`src/rtl/bcd2421_counter_ctrl.sv`:
```
// Multi-digit decade up/down counter controller with a time-shared 2421 encoder and digit scanner.
// Optional parallel load is compiled in when BCD2421_LOAD_EN is defined.
module bcd2421_counter_ctrl #(
  parameter int DIGITS   = 4,
  parameter int PRESCALE = 10,
  parameter int SCAN_DIV = 4
) (
  input  logic              clk,
  input  logic              rst,
  input  logic              start,
  input  logic              stop,
  input  logic              clear,
  input  logic              dir,
`ifdef BCD2421_LOAD_EN
  input  logic              load,
  input  logic [4*DIGITS-1:0] load_val,
`endif
  output logic [DIGITS-1:0] digit_sel,
  output logic [3:0]        code2421,
  output logic              running,
  output logic              tc,
  output logic              overflow
);

  localparam int PW = (PRESCALE > 1) ? $clog2(PRESCALE) : 1;
  localparam int SW = (SCAN_DIV > 1) ? $clog2(SCAN_DIV) : 1;
  localparam int IW = (DIGITS > 1) ? $clog2(DIGITS) : 1;

  typedef enum logic [1:0] {IDLE = 2'd0, RUN = 2'd1, HOLD = 2'd2} state_t;

  state_t          state, state_nxt;
  logic [3:0]      dig     [DIGITS];
  logic [3:0]      dig_cnt [DIGITS];
  logic [3:0]      dig_ld  [DIGITS];
  logic [PW-1:0]   pre, pre_nxt;
  logic [SW-1:0]   sdiv;
  logic [IW-1:0]   sidx;
  logic            do_load, tick, wrap;
  logic            running_nxt, tc_nxt, overflow_nxt;

  function automatic logic [3:0] enc2421(input logic [3:0] d);
    case (d)
      4'd0: enc2421 = 4'b0000;
      4'd1: enc2421 = 4'b0001;
      4'd2: enc2421 = 4'b0010;
      4'd3: enc2421 = 4'b0011;
      4'd4: enc2421 = 4'b0100;
      4'd5: enc2421 = 4'b1011;
      4'd6: enc2421 = 4'b1100;
      4'd7: enc2421 = 4'b1101;
      4'd8: enc2421 = 4'b1110;
      4'd9: enc2421 = 4'b1111;
      default: enc2421 = 4'b0000;
    endcase
  endfunction

`ifdef BCD2421_LOAD_EN
  always_comb begin
    do_load = load;
    for (int i = 0; i < DIGITS; i++) begin
      dig_ld[i] = (load_val[4*i +: 4] > 4'd9) ? 4'd0 : load_val[4*i +: 4];
    end
  end
`else
  always_comb begin
    do_load = 1'b0;
    for (int i = 0; i < DIGITS; i++) dig_ld[i] = 4'd0;
  end
`endif

  // State register
  always_ff @(posedge clk) begin
    if (!rst) state <= IDLE;
    else      state <= state_nxt;
  end

  // Next-state: clear > load > stop > start
  always_comb begin
    state_nxt = state;
    if (clear)            state_nxt = IDLE;
    else if (do_load)     state_nxt = state;
    else if (stop) begin
      if (state == RUN)   state_nxt = HOLD;
    end else if (start && state != RUN) begin
      state_nxt = RUN;
    end
  end

  assign tick = (state == RUN) && (pre == PW'(PRESCALE - 1)) && !clear && !do_load && !stop;

  // Carry/borrow ripple; wrap is the carry out of the top digit.
  always_comb begin
    logic carry;
    carry = 1'b1;
    for (int i = 0; i < DIGITS; i++) begin
      dig_cnt[i] = dig[i];
      if (carry) begin
        if (dir) begin
          if (dig[i] >= 4'd9) dig_cnt[i] = 4'd0;
          else begin dig_cnt[i] = dig[i] + 4'd1; carry = 1'b0; end
        end else begin
          if (dig[i] == 4'd0) dig_cnt[i] = 4'd9;
          else begin dig_cnt[i] = dig[i] - 4'd1; carry = 1'b0; end
        end
      end
    end
    wrap = carry;
  end

  always_comb begin
    pre_nxt = pre;
    if (clear || do_load)                pre_nxt = '0;
    else if (state == IDLE)              pre_nxt = '0;
    else if (state == RUN && !stop)      pre_nxt = tick ? '0 : pre + PW'(1);
  end

  always_ff @(posedge clk) begin
    if (!rst) begin
      pre <= '0;
      for (int i = 0; i < DIGITS; i++) dig[i] <= 4'd0;
    end else begin
      pre <= pre_nxt;
      for (int i = 0; i < DIGITS; i++) begin
        if (clear)        dig[i] <= 4'd0;
        else if (do_load) dig[i] <= dig_ld[i];
        else if (tick)    dig[i] <= dig_cnt[i];
      end
    end
  end

  // Output comb: next values for the registered status outputs
  always_comb begin
    running_nxt  = (state_nxt == RUN);
    tc_nxt       = tick && wrap;
    overflow_nxt = overflow;
    if (clear)            overflow_nxt = 1'b0;
    else if (tick && wrap) overflow_nxt = 1'b1;
  end

  always_ff @(posedge clk) begin
    if (!rst) begin
      running  <= 1'b0;
      tc       <= 1'b0;
      overflow <= 1'b0;
    end else begin
      running  <= running_nxt;
      tc       <= tc_nxt;
      overflow <= overflow_nxt;
    end
  end

  // Scanner: select and code are captured together from the same index.
  always_ff @(posedge clk) begin
    if (!rst) begin
      sdiv      <= '0;
      sidx      <= '0;
      digit_sel <= DIGITS'(1);
      code2421  <= 4'b0000;
    end else begin
      if (sdiv == SW'(SCAN_DIV - 1)) begin
        sdiv <= '0;
        sidx <= (sidx == IW'(DIGITS - 1)) ? '0 : sidx + IW'(1);
      end else begin
        sdiv <= sdiv + SW'(1);
      end
      digit_sel <= DIGITS'(1) << sidx;
      code2421  <= enc2421(dig[sidx]);
    end
  end

endmodule
```
`config.mk`:
```
export PLATFORM = sky130hd
export DESIGN_NAME = bcd2421_counter_ctrl
export DESIGN_NICKNAME = d
export VERILOG_FILES = /design/src/rtl/bcd2421_counter_ctrl.sv
export SDC_FILE = /design/constraint.sdc
export NUM_CORES = 1
export LEC_CHECK = 0
export BUFFER_PORTS_ARGS = -buffer_cell sky130_fd_sc_hd__buf_2
export CAP_MARGIN = 30
export CORE_MARGIN = 3
export CORE_UTILIZATION = 55
export CTS_CLUSTER_SIZE = 20
export DETAILED_ROUTE_END_ITERATION = 7
export PLACE_DENSITY_LB_ADDON = 0.05
export SLEW_MARGIN = 5
export SYNTH_ARGS = -nofsm -noshare
export SYNTH_HDL_FRONTEND = slang
export SYNTH_SLANG_ARGS = --single-unit
```
`constraint.sdc`:
```
create_clock -name clk -period 2.7 [get_ports clk]
set_input_delay 0.27 -clock clk [delete_from_list [all_inputs] [get_ports clk]]
set_output_delay 0.27 -clock clk [all_outputs]
set_load 0.02 [all_outputs]
```
* After elaboration in Yosys (flattened, before gate mapping) *
Memory sizes are Yosys's and may differ from the RTL's. A register that Yosys moved wholly into a read port is not among the register bits.
Cells that the tools add are included.

storage, ports and cells
  register bits after elaboration = 17
  memory bits (writable) = 16
  memory bits (read-only) = 64
  input port bits = 6
  word-level logic and storage cells = 112
  memories kept = 2

memory list
  name             depth  width  read ports  clocked after Yosys merged registers in  write ports  RTL line  RTL
  (no name shown)  16     4      1           1                                        0            42        case (d)
  dig              4      4      5           1                                        4            32        logic [3:0] dig [DIGITS];

cells by class
  $add $sub $neg = 11
  magnitude comparators = 4
  equality and inequality tests = 6
  shift operators = 1
  multiplexer cells = 54
  bitwise gates (word level) = 9
  reductions and logical operators = 17

operators by type and width
  kind                                                    number
  two-way mux 4 bit                                       24
  two-way mux 1 bit                                       23
  adder 4 x 1 -> 4 bit (second input constant)            5
  >= comparator 4 bit (second input constant)             4
  zero test 4 bit                                         4
  subtractor 4 x 1 -> 4 bit (second input constant)       4
  two-way mux 2 bit                                       7
  OR 1 bit                                                8
  logical AND 1 bit                                       6
  adder 2 x 1 -> 2 bit (second input constant)            2
  == test 2 x 1 -> 1 bit (second input constant)          2
  == test 2 bit (second input constant)                   2
  == test 4 bit (second input constant)                   1
  OR reduction 2 bit                                      2
  << shifter 1 x 2 -> 4 bit (first input constant)        1
  zero test 1 bit                                         3
  OR reduction 3 bit                                      1
  zero test 2 bit                                         1
  inequality test 2 x 1 -> 1 bit (second input constant)  1
  NOT 1 bit                                               1

* Logic depth before layout (Yosys ltp) *
Gate-level depths: netlist of run 1.

  depth after elaboration = 9
  gate-level depth with buffers = 7
  mapped depth without buffers = 6

* Worst setup path before layout of run 1 *
No wires, ideal clock.

  kind = reg2reg
  start = memory dig[0][0]
  end = memory dig[3][0], enable pin
  setup time = 0.335 ns
  data arrival time = 1.815 ns
  data required time = 2.365 ns
  setup slack = 0.550 ns
  stages on the path, launching flop included = 7
  buffers on the path = 0
  cells stage by stage = edfxtp_1 inv_1 ha_1 or3b_2 o2bb2ai_1 nand2_1 o21ai_1

RTL lines
  what             RTL line
  start, declared  32

==> results.yml, run 1 <==
route:
  wl_met2_mm: 2.30
  routedLengthMet1_mm: 2.44
  num_vias: 1896
  drt-initial-drc-count: 160
  wire_per_inst_um: 15.6
  drtPass1Iterations: 5
  drc: 0
  viasPerCell: 5.87
  wl_mm: 5.04
  topRoutingLayerUsed: "met4"
  met3_length_um: 213
  ant_nets: 0
critical_path:
  crit_end: "dig[3][3]$_SDFFCE_PN0P_"
  ff2ff_setup_slack_ns: 0.33
  worstPathRequired_ns: 2.66
  endpoint_kind: "flip-flop"
  cp-startpoint: "dig[1][0]$_SDFFCE_PN0P_"
  path_max_fanout: 8
  timing.rr.start: "dig[1][0]$_SDFFCE_PN0P_"
  worstPathArrival_ns: 2.33
  reg2reg_to: "dig[3][3]$_SDFFCE_PN0P_"
  reg2reg_depth: 6
  crit_type: "flip-flop to flip-flop"
  startpoint_type: "flip-flop"
grt:
  antenna_found_initial: 0
  gr-total-overflow: 0
  grt_pass1_vias: 1785
  grt_pass1_wl_mm: 8.51
  grt_use_total_pct: 20.5
  grt_max_degree: 24
cts:
  clock-sinks: 39
  clkTransAtPathRegs_ns: 0.08
  cts_hold_buf: 0
  cts_tree: "yes"
  htreeDepth: 2
  insertion_delay_ns: 0.29
  root_buffer: "clkbuf_8"
  cts_resized: 0
  cts.path.max_buffers: 2
  cts_buffers: 5
  post_cts_buffers: 0
floorplanning:
  die_w_um: 72.6
  start_util_pct: 58.9
  rows: 23
  core_region_area_um2: 4140
  boundaryPins: 17
  dieArea_um2: 5280
  die_h_um: 72.6
sta:
  skew_ns: 0.00550
  tns_ns: 0
  period_share_pct: 87.9
  setup-violations-final: 0
  rsz0062_at_grt: "no"
  hold_violations: 0
  slew_violations: 0
  hold_ws_ns: 0.207
  min_period_ns: 2.37
  max_slew_margin_pct: 61.7
  fmax_mhz: 421
  worst_slew_pin_slew_ns: 0.568
  worst_slack_ns: 0.326
synthesis:
  syn_area_um2: 2440
  syn_inst: 255
  ys_ff_latch: 39
  yosys_warnings: 0
  synth-main-ff-cell: "dfxtp_1"
  synth_cell_type_count: 57
  synth_area_leaders: "edfxtp_1 (20%), dfxtp_1 (19%), ha_1 (10%)"
  async_reset_ff_share_pct: 0
  synth_edf_count: 16
  yosysTopAreaCellShare_pct: 19.7
  ys_seq_area_share_pct: 38.5
  synth_area_leader_cell: "edfxtp_1"
  avgSynthCellArea_um2: 9.58
  synth_fp_nets: 281
finish:
  seqCellArea_um2: 941
  synthToLayoutAreaGrowth_pct: 9.68
  drive_gt1_share_pct: 19.8
  multi_input_area_um2: 1370
  fin_util_pct: 64.6
  nFillCells: 341
  stdcell_count: 323
  final_nets: 298
  antenna_cells: 0
power:
  p_leak_nw: 1.05
  power.density_nw_per_um2: 512
  ir_drop_uv: 405
status:
  status: "completed"
placed_design:
  hpwl_mm: 3.71
  portBuffers: 16
  routabilityCongestion: 0.863
  post-place-ws_ns: 0.333
  placed_cells: 315
run:
  maxCapViolCount: 0
min_path:
  min_path_type: "input port to flip-flop"
state kept, by name (all words and copies together) (netlist names), 2 cells and up, named ones only:
signal and flops:
dig 16, digit_sel 4, pre 4, code2421 4
sidx 2, state 2, sdiv 2
worst max-delay path: stages, from the launching register on:
cell and delay (ns):
edfxtp_1 0.51, inv_1 0.14, ha_1 0.19, or3b_2 0.48, o22ai_1 0.26, nand2_1 0.12, o21ai_1 0.34
per-layer routing:
metal / vias up / track usage [%]
met5: - / 0
li1: 958 / -
met1: 888 / 28.8
met2: 37 / 31.5
met4: 0 / 6.56
met3: 13 / 4.41
report_power, final:
group / switching, mW / internal, mW / total, mW
clock network: 0.214 / 0.295 / 0.509
logic: 0.107 / 0.0844 / 0.192
registers: 0.0323 / 0.638 / 0.670
kinds of logic after synthesis:
kind of cell | synth area share [%]
flip-flops | 38.5
AND/OR/NAND/NOR | 21.2
AO/OA/AOI/OAI | 18.6
XOR/XNOR | 1.79
adder cells (fa/ha/maj) | 10.2
multiplexers | 4.10
buffers and inverters | 5.48
layout by cell type (no fill, tap or decap), types with 2 or more instances in the layout:
master     Yosys  layout
nand3_1        6       6
nor3_1        12      12
a311o_1        2       2
nand2b_1       5       5
inv_1         22      22
and2_1         2       2
a21oi_2        7       7
or3b_2         5       5
o21ba_2        2       2
xor2_1         3       3
edfxtp_1      16      16
o21ai_0       11      11
buf_4          0       3
o31a_2         2       2
nand4_1        2       2
clkbuf_8       1       5
o31ai_1        2       2
o2bb2ai_1      2       2
a2bb2oi_1      2       2
a21oi_1       14      14
nor3b_1        6       6
a211oi_1       2       2
buf_2          0      16
or3_2          2       2
clkbuf_16      0       2
dfxtp_1       23      23
o22ai_1        2       2
nor2b_1        5       5
a221oi_1       4       4
nand2_1       19      19
ha_1          20      20
o21bai_1       2       2
xnor2_1        2       2
mux4_2         4       4
nor2_1        16      16
metrics by stage:
step           power, mW  instance area, um^2
5_1_grt             1.42                 2680
3_5_place_dp       0.872                 2560
3_3_place_gp       0.869                 2560
4_1_cts             1.37                 2680
6_report            1.37                 2680
2_1_floorplan      0.823                 2440
layout make-up:
| type | instances | share of cell area, % |
|---|---|---|
| flip-flops and latches | 39 | 35.1 |
| clock buffers | 8 | 4.58 |
| well taps | 50 | 2.34 |
| repair buffers | 19 | 3.83 |
| multi-input cells | 185 | 51.1 |
| inverters | 22 | 3.08 |
cell usage after synthesis (5+ instances only):
cell type	n
a21oi_2	7
dfxtp_1	23
nor2_1	16
nand2b_1	5
a21oi_1	14
o21ai_0	11
ha_1	20
nand3_1	6
inv_1	22
nor2b_1	5
nor3b_1	6
clkbuf_1	5
or3b_2	5
edfxtp_1	16
nor3_1	12
nand2_1	19
how the worst min path moves through the flow:
stage | depth (start not counted) | startpoint | to | slack [ns]
floorplan | 1 | rst | digit_sel[0]$_SDFF_PN1_ | 0.34
global placement | 1 | sdiv[0]$_SDFF_PP0_ | sdiv[0]$_SDFF_PP0_ | 0.42
detailed placement | 1 | sdiv[0]$_SDFF_PP0_ | sdiv[0]$_SDFF_PP0_ | 0.42
CTS | 2 | stop | running$_SDFF_PN0_ | 0.20
global route | 2 | stop | running$_SDFF_PN0_ | 0.22
finish | 2 | stop | running$_SDFF_PN0_ | 0.21
Power figures use the tool's default switching activity.
==> run 2: changes to the inputs <==
--- a/config.mk
+++ b/config.mk
@@ -8,7 +8,7 @@
 export BUFFER_PORTS_ARGS = -buffer_cell sky130_fd_sc_hd__buf_2
 export CAP_MARGIN = 30
 export CORE_MARGIN = 3
-export CORE_UTILIZATION = 55
+export CORE_UTILIZATION = 60
 export CTS_CLUSTER_SIZE = 20
 export DETAILED_ROUTE_END_ITERATION = 7
 export PLACE_DENSITY_LB_ADDON = 0.05
==> run 2 against run 1 <==
Against the previous run:
- register-to-register slack is essentially flat
- clock power shrank 3%
- first-iteration DRC count shrank 23%
- final area is essentially flat
- wire length shrank 5.6%
- critical path type unchanged
- largest cell class unchanged
==> results.yml, run 2 (synthesis gave the netlist of run 1 again) <==
critical_path:
  ff2ff_setup_slack_ns: 0.33
  reg2reg_to: "dig[3][1]$_SDFFCE_PN0P_"
  endpoint_kind: "flip-flop"
  crit_type: "flip-flop to flip-flop"
  timing.rr.start: "dig[2][0]$_SDFFCE_PN0P_"
  startpoint_type: "flip-flop"
  reg2reg_depth: 6
  cp_num_cells: 6
  worstPathArrival_ns: 2.33
  worstPathRequired_ns: 2.66
  cp-startpoint: "dig[2][0]$_SDFFCE_PN0P_"
  critPathBufInv: 1
  path_max_fanout: 7
  crit_family: "simple AND/OR/NAND/NOR gates"
  cpPeakStageDelay_ns: 0.50
  crit_chain: "inv_1, ha_1, or3b_2, o22ai_1, nand2_1, o21ai_1"
  crit_end: "dig[3][1]$_SDFFCE_PN0P_"
  cp_slowest_cell: "or3b_2"
route:
  ant_nets: 0
  num_vias: 1893
  wire_per_inst_um: 14.8
  viasPerCell: 5.90
  wl_mm: 4.76
  drtPass1Iterations: 4
  drc: 0
  drt-initial-drc-count: 124
cts:
  cts.path.max_buffers: 2
  cts_tree: "yes"
  clkTransAtPathRegs_ns: 0.08
  htreeDepth: 2
  cts_resized: 0
  cts_hold_buf: 0
  root_buffer: "clkbuf_8"
  insertion_delay_ns: 0.29
  cts_buffers: 5
  post_cts_buffers: 0
  clock-sinks: 39
placed_design:
  hpwl_mm: 3.56
  portBuffers: 16
  routabilityCongestion: 0.856
  post-place-ws_ns: 0.343
finish:
  final_cell_mix: "dfxtp_1 (23), inv_1 (22), ha_1 (20)"
  drive_gt1_share_pct: 19.8
  multi_input_area_um2: 1370
  nFillCells: 295
  largest-register: "dig"
  synthToLayoutAreaGrowth_pct: 9.58
  antenna_cells: 0
  largest_reg_flops: 16
  seqCellArea_um2: 941
  final_nets: 298
  final_common_cell: "dfxtp_1"
grt:
  antenna_found_initial: 0
  grt_use_total_pct: 20.4
  grt_pass1_wl_mm: 8.18
  grt_pass1_vias: 1769
  gr-total-overflow: 0
  grt_max_degree: 25
sta:
  setup-violations-final: 0
  slew_violations: 0
  skew_ns: 0.00501
  worst_slack_ns: 0.330
  period_share_pct: 87.8
  tns_ns: 0
  hold_violations: 0
  fmax_mhz: 422
  rsz0062_at_grt: "no"
  min_period_ns: 2.37
  worst_slew_pin_slew_ns: 0.585
  max_slew_margin_pct: 60.6
floorplanning:
  rows: 22
  core_region_area_um2: 3800
  die_h_um: 69.8
  start_util_pct: 64.3
  dieArea_um2: 4870
  die_w_um: 69.8
  boundaryPins: 17
power:
  ir_drop_uv: 349
  power.density_nw_per_um2: 506
  p_leak_nw: 1.05
status:
  status: "completed"
run:
  maxCapViolCount: 0
min_path:
  min_path_type: "input port to flip-flop"
==> run 2: cell counts in the layout (fill, tap and decap cells not counted) <==
No cell type changed its count.
==> run 2: cell type report <==
cell class	instances	area share, %
Multi-Input combinational cell	185	51.1
Timing Repair Buffer	19	3.83
Inverter	22	3.09
Clock buffer	8	4.58
Tap cell	48	2.24
Sequential cell	39	35.2
==> run 2: routing by layer <==
metal | part of all wire (%) | up-vias | track usage, %
met3 | 2.6 | 7 | 3.77
li1 | - | 958 | -
met2 | 48 | 24 | 33.2
met1 | 49 | 904 | 28.1
met5 | 0 | - | 0
met4 | 1.0 | 0 | 5.11
==> run 2: worst min path at each step <==
stage	end	from	cells past startpoint	slack, ns
detailed placement	sdiv[0]$_SDFF_PP0_	sdiv[0]$_SDFF_PP0_	1	0.42
floorplan	digit_sel[0]$_SDFF_PN1_	rst	1	0.34
global placement	sdiv[0]$_SDFF_PP0_	sdiv[0]$_SDFF_PP0_	1	0.42
global route	running$_SDFF_PN0_	stop	2	0.22
finish	running$_SDFF_PN0_	stop	2	0.21
CTS	running$_SDFF_PN0_	stop	2	0.21
==> run 2: stage by stage <==
stage                     total power, mW  area [um^2]  hold WS [ns]  utilization [%]  instances
after floorplan                     0.823         2440         0.343                -        255
after global placement              0.868         2550         0.420             67.2        313
after detailed placement            0.871         2550         0.419             67.2        313
after CTS                            1.36         2680         0.210             70.5        321
after global routing                 1.41         2680         0.225             70.5        321
final                                1.35         2680         0.212             70.5        321
==> run 2: power breakdown <==
part	internal [mW]	switching, mW	total, mW
logic	0.0843	0.105	0.190
registers	0.638	0.0319	0.670
clock network	0.295	0.199	0.494
total	1.02	0.336	1.35
==> run 3: changes to the inputs <==
--- a/config.mk
+++ b/config.mk
@@ -12,6 +12,7 @@
 export CTS_CLUSTER_SIZE = 20
 export DETAILED_ROUTE_END_ITERATION = 7
 export PLACE_DENSITY_LB_ADDON = 0.05
+export SETUP_SLACK_MARGIN = 0.5
 export SLEW_MARGIN = 5
 export SYNTH_ARGS = -nofsm -noshare
 export SYNTH_HDL_FRONTEND = slang
==> run 3 against run 2 <==
Against the previous run:
- sequential share of layout area decreased by 1.1 points
- setup slack improved by 0.21 ns
- largest cell class unchanged
- register-to-register slack better by 0.21 ns
- first-iteration DRC count decreased by 31%
- global-route usage is 0.18 points higher
- clock power is essentially flat
- non-clock buffer count grew 4
- combinational power is 9% higher
- power grew 1.3%
- sequential cell count unchanged
- critical path depth did not move
- via count grew 2.2%
==> results.yml, run 3 (synthesis gave the netlist of run 1 again) <==
min_path:
  hold_path_depth: 2
  hold_start: "stop"
  min_path_type: "input port to flip-flop"
  worst_hold_path.endpoint: "running$_SDFF_PN0_"
cts:
  cts_hold_buf: 0
  insertion_delay_ns: 0.29
  htreeDepth: 2
  cts_tree: "yes"
  clock-sinks: 39
  cts_buffers: 5
  cts.path.max_buffers: 2
  root_buffer: "clkbuf_8"
  clkTransAtPathRegs_ns: 0.08
sta:
  tns_ns: 0
  worst_slack_ns: 0.542
  period_share_pct: 79.9
  hold_violations: 0
  slew_violations: 0
  setup-violations-final: 0
  min_period_ns: 2.16
  rsz0062_at_grt: "yes"
  fmax_mhz: 463
  worst_slew_pin_slew_ns: 0.588
  max_slew_margin_pct: 60.4
  skew_ns: 0.00675
  hold_ws_ns: 0.216
grt:
  grt_pass1_wl_mm: 8.27
  grt_pass1_vias: 1809
  antenna_found_initial: 0
  grt_use_total_pct: 20.6
  grt_max_degree: 25
  gr-total-overflow: 0
route:
  num_vias: 1935
  drc: 0
  drt-initial-drc-count: 86
  viasPerCell: 5.95
  wire_per_inst_um: 15.1
  drtPass1Iterations: 7
  ant_nets: 0
  wl_mm: 4.90
finish:
  largest_reg_flops: 16
  drive_gt1_share_pct: 22.7
  antenna_cells: 0
  final_common_cell: "dfxtp_1"
  fin_area_um2: 2760
  synthToLayoutAreaGrowth_pct: 13.1
  fin_util_pct: 72.7
  final_cell_mix: "dfxtp_1 (23), inv_1 (22), nand2_1 (19), ha_1 (19)"
  final_nets: 302
  stdcell_count: 325
  largest-register: "dig"
power:
  total_power_mw: 1.37
  power_frac_clock_pct: 36.1
  switching_power_uw: 344
  p_sw_share_pct: 25.1
  combPwrFrac_pct: 15.2
  p_seq_share_pct: 48.7
  p_leak_nw: 1.08
  internal-power_mw: 1.03
  power.density_nw_per_um2: 496
  ir_drop_uv: 351
critical_path:
  reg2reg_to: "dig[3][0]$_SDFFCE_PN0P_"
  ff2ff_setup_slack_ns: 0.54
  path_max_fanout: 5
  reg2reg_depth: 6
  startpoint_type: "flip-flop"
  timing.rr.start: "dig[0][1]$_SDFFCE_PN0P_"
  worstPathRequired_ns: 2.68
  endpoint_kind: "flip-flop"
  crit_type: "flip-flop to flip-flop"
  worstPathArrival_ns: 2.14
status:
  status: "completed"
floorplanning:
  rows: 22
  die_h_um: 69.8
  boundaryPins: 17
  start_util_pct: 64.3
  die_w_um: 69.8
  dieArea_um2: 4870
  core_region_area_um2: 3800
placed_design:
  post-place-ws_ns: 0.343
  hpwl_mm: 3.56
  dpl_cell_area_um2: 2550
  routabilityCongestion: 0.856
  portBuffers: 16
  placed_cells: 313
run:
  maxCapViolCount: 0
run 3: power by group through the flow:
stage               Combinational [mW]  Sequential (mW)  Clock, mW
floorplan                        0.145            0.677          0
global placement                 0.186            0.683          0
detailed placement               0.188            0.683          0
CTS                              0.199            0.667      0.497
global route                     0.234            0.671      0.523
finish                           0.208            0.667      0.495
run 3: worst max path at each step:
stage	to	slack (ns)	depth (start not counted)	startpoint
after floorplan	dig[3][0]$_SDFFCE_PN0P_	0.55	6	dig[0][0]$_SDFFCE_PN0P_
after global placement	dig[3][3]$_SDFFCE_PN0P_	0.40	6	dig[2][0]$_SDFFCE_PN0P_
after detailed placement	dig[3][2]$_SDFFCE_PN0P_	0.34	6	dig[2][0]$_SDFFCE_PN0P_
after CTS	dig[0][2]$_SDFFCE_PN0P_	0.51	6	dig[0][1]$_SDFFCE_PN0P_
final	dig[3][0]$_SDFFCE_PN0P_	0.54	6	dig[0][1]$_SDFFCE_PN0P_
after global routing	dig[1][3]$_SDFFCE_PN0P_	0.48	6	dig[0][1]$_SDFFCE_PN0P_
run 3: final cells by class:
cell class / count / area [um^2]
inverter: 22 / 82.6
tap: 48 / 60.1
fill: 292 / 1040
timing repair buffer: 23 / 133
clock buffer: 8 / 123
multi-input combinational: 185 / 1420
sequential: 39 / 941
run 3: timing repair:
action / 4_1_cts / 5_1_grt
pin swaps: 1 / 1
setup endpoints to repair: 4 / 12
gates resized for setup: 5 / 4
setup buffers: 2 / 2
gates cloned: 0 / 0
run 3: routing by layer:
layer  global-route usage (%)  part of all wire [%]
met1                     28.2                    47
met2                     33.3                    48
met3                     3.77                   3.7
met4                     5.96                   1.3
met5                        0                     0
run 3: worst max-delay path: stages, from the launching register on:
cell,delay [ns]
edfxtp_1,0.44
inv_1,0.13
ha_1,0.19
or3b_2,0.51
o2bb2ai_4,0.19
nand2_1,0.14
o21ai_4,0.25
